<file path="config.mk">
export PLATFORM = sky130hd
export DESIGN_NAME = weight_load_sequencer
export DESIGN_NICKNAME = d
export VERILOG_FILES = /design/src/rtl/weight_load_sequencer.sv
export SDC_FILE = /design/constraint.sdc
export NUM_CORES = 1
export LEC_CHECK = 0
export ABC_CLOCK_PERIOD_IN_PS = 1600
export CAP_MARGIN = 20
export CORE_MARGIN = 2
export CORE_UTILIZATION = 40
export DETAILED_ROUTE_END_ITERATION = 7
export PLACE_DENSITY = 0.79
export SETUP_SLACK_MARGIN = 0.3
export SYNTH_ARGS = -nofsm -noshare
export SYNTH_HDL_FRONTEND = slang
export SYNTH_SLANG_ARGS = --single-unit
</file>
<file path="constraint.sdc">
create_clock -name clk_i -period 1.6 [get_ports clk_i]
set_input_delay 0.16 -clock clk_i [delete_from_list [all_inputs] [get_ports clk_i]]
set_output_delay 0.16 -clock clk_i [all_outputs]
set_load 0.01 [all_outputs]
</file>
<file path="src/rtl/weight_load_sequencer.sv">
// Steers a valid/ready word stream into a bank of NumRegs enable-loaded registers, one word per slot.
// IDLE: wait for start | LOAD: accept words, strobe one slot per transfer | DONE: one-cycle done pulse
module weight_load_sequencer #(
  parameter int Width   = 24,
  parameter int NumRegs = 8,
  parameter int IdxW    = 3
) (
  input  logic               clk_i,
  input  logic               reset_i,
  input  logic               start_i,
  input  logic [Width-1:0]   in_data_i,
  input  logic               in_valid_i,
  output logic               in_ready_o,
  output logic [Width-1:0]   reg_data_o,
  output logic [NumRegs-1:0] reg_enable_o,
  output logic [IdxW-1:0]    reg_index_o,
  output logic               busy_o,
  output logic               done_o
);

  typedef enum logic [1:0] {IDLE, LOAD, DONE} state_t;

  localparam logic [IdxW-1:0] LastIdx = IdxW'(NumRegs - 1);

  state_t              state_q, state_d;
  logic [IdxW-1:0]     idx_q, idx_d;
  logic [Width-1:0]    data_q, data_d;
  logic [NumRegs-1:0]  en_q, en_d;
  logic                xfer;

  assign xfer = in_valid_i && (state_q == LOAD);

  always_comb begin
    state_d = state_q;
    idx_d   = idx_q;
    data_d  = data_q;
    en_d    = '0;
    case (state_q)
      IDLE: begin
        if (start_i) begin
          state_d = LOAD;
          idx_d   = '0;
        end
      end
      LOAD: begin
        if (xfer) begin
          data_d = in_data_i;
          en_d   = NumRegs'(1) << idx_q;
          if (idx_q == LastIdx) begin
            state_d = DONE;
            idx_d   = '0;
          end else begin
            idx_d = idx_q + IdxW'(1);
          end
        end
      end
      DONE:    state_d = IDLE;
      default: state_d = IDLE;
    endcase
  end

  always_ff @(posedge clk_i) begin
    if (reset_i) begin
      state_q <= IDLE;
      idx_q   <= '0;
      data_q  <= '0;
      en_q    <= '0;
    end else begin
      state_q <= state_d;
      idx_q   <= idx_d;
      data_q  <= data_d;
      en_q    <= en_d;
    end
  end

  // done coincides with the final strobe because DONE is entered on the last transfer
  assign in_ready_o   = (state_q == LOAD);
  assign busy_o       = (state_q != IDLE);
  assign done_o       = (state_q == DONE);
  assign reg_data_o   = data_q;
  assign reg_enable_o = en_q;
  assign reg_index_o  = idx_q;

endmodule

</file>
==> results of run 1 <==
[layer usage]
layer / vias up / global-route usage [%] / part of all wire [%]
li1: 653 / - / -
met1: 592 / 19.9 / 44
met2: 49 / 28.4 / 47
met3: 7 / 7.57 / 7.4
met4: 0 / 6.67 / 1.3
met5: - / 0 / 0
[synth_stat cells, types with 2 or more instances]
cell,n
sky130_fd_sc_hd__dfxtp_1,37
sky130_fd_sc_hd__buf_2,4
sky130_fd_sc_hd__o21ai_0,4
sky130_fd_sc_hd__nand2_1,50
sky130_fd_sc_hd__ha_1,5
sky130_fd_sc_hd__a21oi_1,27
sky130_fd_sc_hd__buf_4,2
sky130_fd_sc_hd__buf_6,2
sky130_fd_sc_hd__inv_1,2
sky130_fd_sc_hd__clkbuf_1,2
sky130_fd_sc_hd__and2_1,8
sky130_fd_sc_hd__nor2b_1,3
[repair_timing]
item / 4_1_cts / 5_1_grt
setup endpoints to repair: 39 / 38
pin swaps: 2 / 24
hold endpoints to repair: 0 / 0
gates resized for setup: 56 / 30
cloned: 0 / 2
setup buffers: 4 / 1
[layout by cell type (no fill, tap or decap), types with 4 or more instances in the layout]
| cell | synthesis | final |
|---|---|---|
| sky130_fd_sc_hd__dfxtp_1 | 37 | 32 |
| sky130_fd_sc_hd__buf_4 | 2 | 4 |
| sky130_fd_sc_hd__o21ai_0 | 4 | 4 |
| sky130_fd_sc_hd__a21oi_2 | 0 | 8 |
| sky130_fd_sc_hd__clkbuf_4 | 0 | 5 |
| sky130_fd_sc_hd__buf_6 | 2 | 5 |
| sky130_fd_sc_hd__nand2_1 | 50 | 43 |
| sky130_fd_sc_hd__a21oi_1 | 27 | 19 |
| sky130_fd_sc_hd__nand2_4 | 0 | 6 |
| sky130_fd_sc_hd__and2_1 | 8 | 8 |
| sky130_fd_sc_hd__dlygate4sd2_1 | 0 | 35 |
| sky130_fd_sc_hd__clkdlybuf4s50_1 | 0 | 27 |
[where the power goes]
group	total, µW	switching [µW]	internal, µW
Sequential	963	14.6	948
Combinational	266	121	144
Clock	458	283	175
Total	1690	419	1270
[worst paths after layout]
check / end / start / slack, ns
worst max-delay path: done_o / state_q[1] / 0.18
worst min-delay path: reg_data_o[10] / in_data_i[10] / 0.36
worst max register to register: reg_data_o[21] / state_q[1] / 0.19
worst min register to register: reg_data_o[16] / reg_data_o[16] / 0.46
[worst register-to-register path, stage by stage, from the launching register on]
cell	delay, ns
sky130_fd_sc_hd__dfxtp_4	0.36
sky130_fd_sc_hd__buf_6	0.11
sky130_fd_sc_hd__buf_6	0.10
sky130_fd_sc_hd__buf_6	0.11
sky130_fd_sc_hd__and3b_2	0.30
sky130_fd_sc_hd__clkbuf_16	0.20
sky130_fd_sc_hd__nand2_4	0.05
sky130_fd_sc_hd__a21oi_2	0.12
[logic make-up after synthesis]
group	synth area share, %
muxes	0.723
DFF	53.5
adders and majority gates	4.52
AOI/OAI and AO/OA	11.2
and+or+nand+nor	24.8
buffers and inverters	5.24
[through the flow]
stage | worst slack (ns) | utilization [%] | hold slack, ns
6_report | 0.183 | 68.9 | 0.362
4_1_cts | 0.0634 | 64.0 | 0.336
3_5_place_dp | 0.162 | 62.1 | 0.446
3_3_place_gp | 0.178 | 62.1 | 0.441
2_1_floorplan | 0.316 | - | 0.296
5_1_grt | 0.117 | 68.9 | 0.352
[layout make-up]
| class | count | area [µm²] | area share, % |
|---|---|---|---|
| inverter | 2 | 7.51 | 0.326 |
| tap | 46 | 57.6 | 2.50 |
| clock buffer | 8 | 48.8 | 2.12 |
| multi-input combinational | 108 | 688 | 29.9 |
| timing repair buffer | 76 | 746 | 32.4 |
| sequential | 37 | 752 | 32.7 |
[state kept, by name, summed over array words and instances (netlist names)]
register and count:
reg_enable_o 8, state_q 2, reg_data_o 24, reg_index_o 3
==> results.cfg, run 1 <==
[floorplan]
die_x_um = 62.8
number_of_cell_rows = 21
design.portCount = 66
starting_utilization_of_the_core_area_pct = 41.5
die_height_um = 62.8
die_area_mm2 = 0.00395
core_mm2 = 0.00334

[worst_setup_path]
critical-path-top-delay-family = buffers and inverters
critPathSlowestCell = sky130_fd_sc_hd__dfxtp_4
path_cells = buf_6 > buf_6 > buf_6 > nor2b_1 > buf_2
timing.setup.critical_path_class = flop to output port
critPathMaxFanout = 5
critPathMostFrequentCell = sky130_fd_sc_hd__buf_6
worst-endpoint-required_ns = 1.44
path_buf_inv = 4
kind_of_end_point_of_the_critical_path = output port
worstPathArrival_ns = 1.26
timing.critical_path.slowest_cell_delay_ns = 0.36
startpoint_type = flop
reg2reg_depth = 7
path_depth = 5

[route]
count_of_nets_left_with_antenna_violations_after_detail_routing = 0
detailedRoute.firstPassIterationCount = 4
viasPerCell = 4.70
routed_wirelength_um = 3500
drt-wirelength-per-cell_um = 12.6
drc = 0
detailedRoute.firstIterationViolations = 20
via_count = 1301

[clocking]
ctsRootBufferMaster = sky130_fd_sc_hd__clkbuf_4
worst_skew_pair.late_latency_ns = 0.33
max-clock-path-buffers = 2
clk_transition_reported_paths_ns = 0.10
holdBufCountCts = 0
cts_buffer_count = 5
cts_tree = built
cts.sink_count = 37
cts_htree_levels = 2

[run]
maxCapViolations = 0

[yosys]
cell_taking_the_most_area_after_synthesis = sky130_fd_sc_hd__dfxtp_1
synth.yosys.warnings = 0
synth-seq-area-share_pct = 53.5
syn_avg_cell_area_um2 = 8.81
postSynthRegisterBits = 37
ys_dominant_reg_cell = sky130_fd_sc_hd__dfxtp_1
postSynthCellCount = 157
synth.lib_cells_used.distinct = 23
synth_async_sr_flop_share_pct = 0
synth_enable_flop_cells = 0
post_synth_top_area_share_pct = 53.5
synthesis.area_mm2 = 0.00138
ys_top_cells_by_area = sky130_fd_sc_hd__dfxtp_1, sky130_fd_sc_hd__nand2_1, sky130_fd_sc_hd__a21oi_1
mappedNetlistNets = 190

[power]
power_per_cell_area_mw_per_mm2 = 733
post_route_total_power_uw = 1690
cellLeakagePower_uw = 0.00105
ir_drop_mv = 0.586

[global_route]
first_global_vias = 1249
antenna_found_initial = 0
grt_overflow_total = 0
grt_use_total_pct = 17.3
wire_length_of_the_first_global_routing_pass_um = 5420
pin_count_of_the_biggest_net_entering_global_routing = 30

[timing]
final.setup_skew_ns = 0.00370
min_period_over_period_pct = 88.6
rsz0062_at_grt = true
hold_viol = 0
tns_ns = 0
period_minus_slack_ns = 1.42
setup_viol = 0
timing_worst_slew_pin_value_ns = 0.368
max-slew-margin-rel_pct = 75.5
fmax_ghz = 0.706
slew_violations = 0

[min_path]
holdPathStages = 3
hold_path.class = primary input to flop

[finish]
filler_cell_count = 290
num_antenna_cells = 0
nets = 263
proportion_of_layout_cells_with_a_drive_suffix_above_1_pct = 19.9
finish.cell_count_without_fillers = 277
area_growth_from_synthesis_to_layout_pct = 66.2
final_design_area_no_fill_mm2 = 0.00230

[status]
status = finished, final reports clean

[place]
placed_area_mm2 = 0.00207
portBuffers = 65
dp.final_hpwl_um = 2080
place_congestion = 0.752
numPlacedInstances = 262
Power figures use the tool's default switching activity.
==> run 2: changes to the inputs <==
- CORE_UTILIZATION: 40 -> 55
- CTS_CLUSTER_SIZE: not set -> 24
- DONT_BUFFER_PORTS: not set -> 1
- PLACE_DENSITY: 0.79 -> 0.78
==> run 2 against run 1 <==
The run now ends with hold timing left. Via count down 20%. Cell area shrank 34%. Combinational power shrank 68%. First-iteration DRC count is 20% lower. Non-clock buffer count shrank 72. Clock skew rose by 0.0029 ns. Setup slack improved by 0.11 ns. Clock-buffer cell count fell by 1. Cell count down 32%. Fmax grew 8.5%. Power decreased by 4.1%. Clock power increased by 20%.
==> results.cfg, run 2 (same netlist as run 1, synthesis figures left out) <==
[global_route]
grt_use_total_pct = 17.8
pin_count_of_the_biggest_net_entering_global_routing = 32
grt_overflow_total = 0
first_global_vias = 847
wire_length_of_the_first_global_routing_pass_um = 3540
antenna_found_initial = 0

[finish]
post-route-util_pct = 62.2
final_common_cell = sky130_fd_sc_hd__nand2_1
area_growth_from_synthesis_to_layout_pct = 9.40
proportion_of_layout_cells_with_a_drive_suffix_above_1_pct = 17.0
finish.cell_count_without_fillers = 189
filler_cell_count = 212
nets = 191
multiInputGateArea_um2 = 616
final_cell_mix = sky130_fd_sc_hd__nand2_1, sky130_fd_sc_hd__dfxtp_1, sky130_fd_sc_hd__a21oi_1, sky130_fd_sc_hd__and2_1, sky130_fd_sc_hd__clkbuf_4
seq_area_um2 = 749
num_antenna_cells = 0
number_of_flip_flops_in_the_largest_register = 24

[route]
viasPerCell = 5.53
count_of_nets_left_with_antenna_violations_after_detail_routing = 0
drc = 0
via_count = 1046
detailedRoute.firstPassIterationCount = 4
detailedRoute.firstIterationViolations = 16
drt-wirelength-per-cell_um = 14.1
routed_wirelength_um = 2670

[worst_setup_path]
critical_path.startpoint = reg_index_o[0]
worstPathArrival_ns = 1.56
r2r_start = reg_index_o[0]
timing.setup.critical_path_class = flop to flop
worst-endpoint-required_ns = 1.85
kind_of_end_point_of_the_critical_path = flop
startpoint_type = flop
critPathMaxFanout = 6

[timing]
min_period_over_period_pct = 81.6
setup_slack_ns = 0.294
timing_worst_slew_pin_value_ns = 0.421
tns_ns = 0
final.setup_skew_ns = 0.00661
setup_viol = 0
max-slew-margin-rel_pct = 71.9
fmax_ghz = 0.766
period_minus_slack_ns = 1.31
hold_viol = 29
worst_hold_slack_ns = -0.114
slew_violations = 0
rsz0062_at_grt = true

[power]
ir_drop_mv = 0.970
cellLeakagePower_uw = 0.000544
power_per_cell_area_mw_per_mm2 = 1070

[clocking]
clk_transition_reported_paths_ns = 0.10
cts_tree = built
ctsRootBufferMaster = sky130_fd_sc_hd__clkbuf_4
cts.sink_count = 37
cts_buffer_count = 5
worst_skew_pair.late_latency_ns = 0.33
max-clock-path-buffers = 2
cts_htree_levels = 2

[min_path]
hold_path.class = primary input to flop
worst_hold_startpoint = reset_i

[status]
status = finished, violations left
failed_checks = hold timing

[place]
dp.final_hpwl_um = 1860
pre_cts_ws_ns = 0.175
numPlacedInstances = 181
place_congestion = 0.717
portBuffers = 0

[floorplan]
starting_utilization_of_the_core_area_pct = 56.9
core_mm2 = 0.00243
design.portCount = 66
die_height_um = 54.2
die_area_mm2 = 0.00293
die_x_um = 54.2
number_of_cell_rows = 18

[run]
maxCapViolations = 0
run 2: changes by cell type in the layout (fill, tap and decap cells not counted), moves of 3 or more:
| cell | change |
|---|---|
| sky130_fd_sc_hd__nand2_4 | -6 |
| sky130_fd_sc_hd__nor2b_2 | +3 |
| sky130_fd_sc_hd__buf_6 | -4 |
| sky130_fd_sc_hd__clkbuf_1 | -3 |
| sky130_fd_sc_hd__clkdlybuf4s50_1 | -27 |
| sky130_fd_sc_hd__nor2b_1 | -3 |
| sky130_fd_sc_hd__a21oi_2 | -7 |
| sky130_fd_sc_hd__a21oi_1 | +7 |
| sky130_fd_sc_hd__dlygate4sd2_1 | -35 |
| sky130_fd_sc_hd__nand2_1 | +7 |
run 2: worst paths after layout:
| check | endpoint | depth (start not counted) | slack [ns] |
|---|---|---|---|
| worst min-delay path | reg_index_o[1] | 1 | -0.11 |
| worst max-delay path | reg_index_o[0] | 4 | 0.29 |
| worst max register to register | reg_index_o[0] | 4 | 0.29 |
| worst min register to register | reg_data_o[11] | 2 | 0.50 |
run 2: layout make-up:
class | count | share of cell area, %
clock buffer | 7 | 4.30
clock inverter | 1 | 0.331
multi-input combinational | 108 | 40.7
tap | 30 | 2.48
sequential | 37 | 49.5
inverter | 2 | 0.496
timing repair buffer | 4 | 2.23
run 2: critical path, stage by stage (launching register included):
cell and delay, ns:
sky130_fd_sc_hd__dfxtp_4 0.40, sky130_fd_sc_hd__ha_4 0.18, sky130_fd_sc_hd__ha_4 0.17, sky130_fd_sc_hd__or3_4 0.36, sky130_fd_sc_hd__a21oi_2 0.13
run 2: through the flow:
stage / power (µW) / instance area [µm²]
floorplan: 1080 / 1390
global placement: 1080 / 1390
detailed placement: 1090 / 1390
CTS: 1630 / 1460
global route: 1690 / 1510
finish: 1620 / 1510
run 2: what timing repair did:
item / 4_1_cts / 5_1_grt
setup endpoints to repair: 28 / 7
gates resized for setup: 3 / 13
pin swaps: 0 / 1
endpoints found under the hold margin: 29 / 29
buffers inserted: 0 / 0
run 2: layer usage:
layer | track usage (%) | part of all wire [%] | vias to the layer above
met3 | 8.89 | 8.5 | 4
met5 | 0 | 0 | -
li1 | - | - | 513
met1 | 19.4 | 41 | 482
met4 | 8.33 | 1.1 | 0
met2 | 28.7 | 49 | 47
run 2: power breakdown:
group | leakage, µW | internal [µW] | switching (µW)
Clock | 0.0000413 | 255 | 293
Sequential | 0.000303 | 948 | 33.5
Combinational | 0.000200 | 35.9 | 50.5
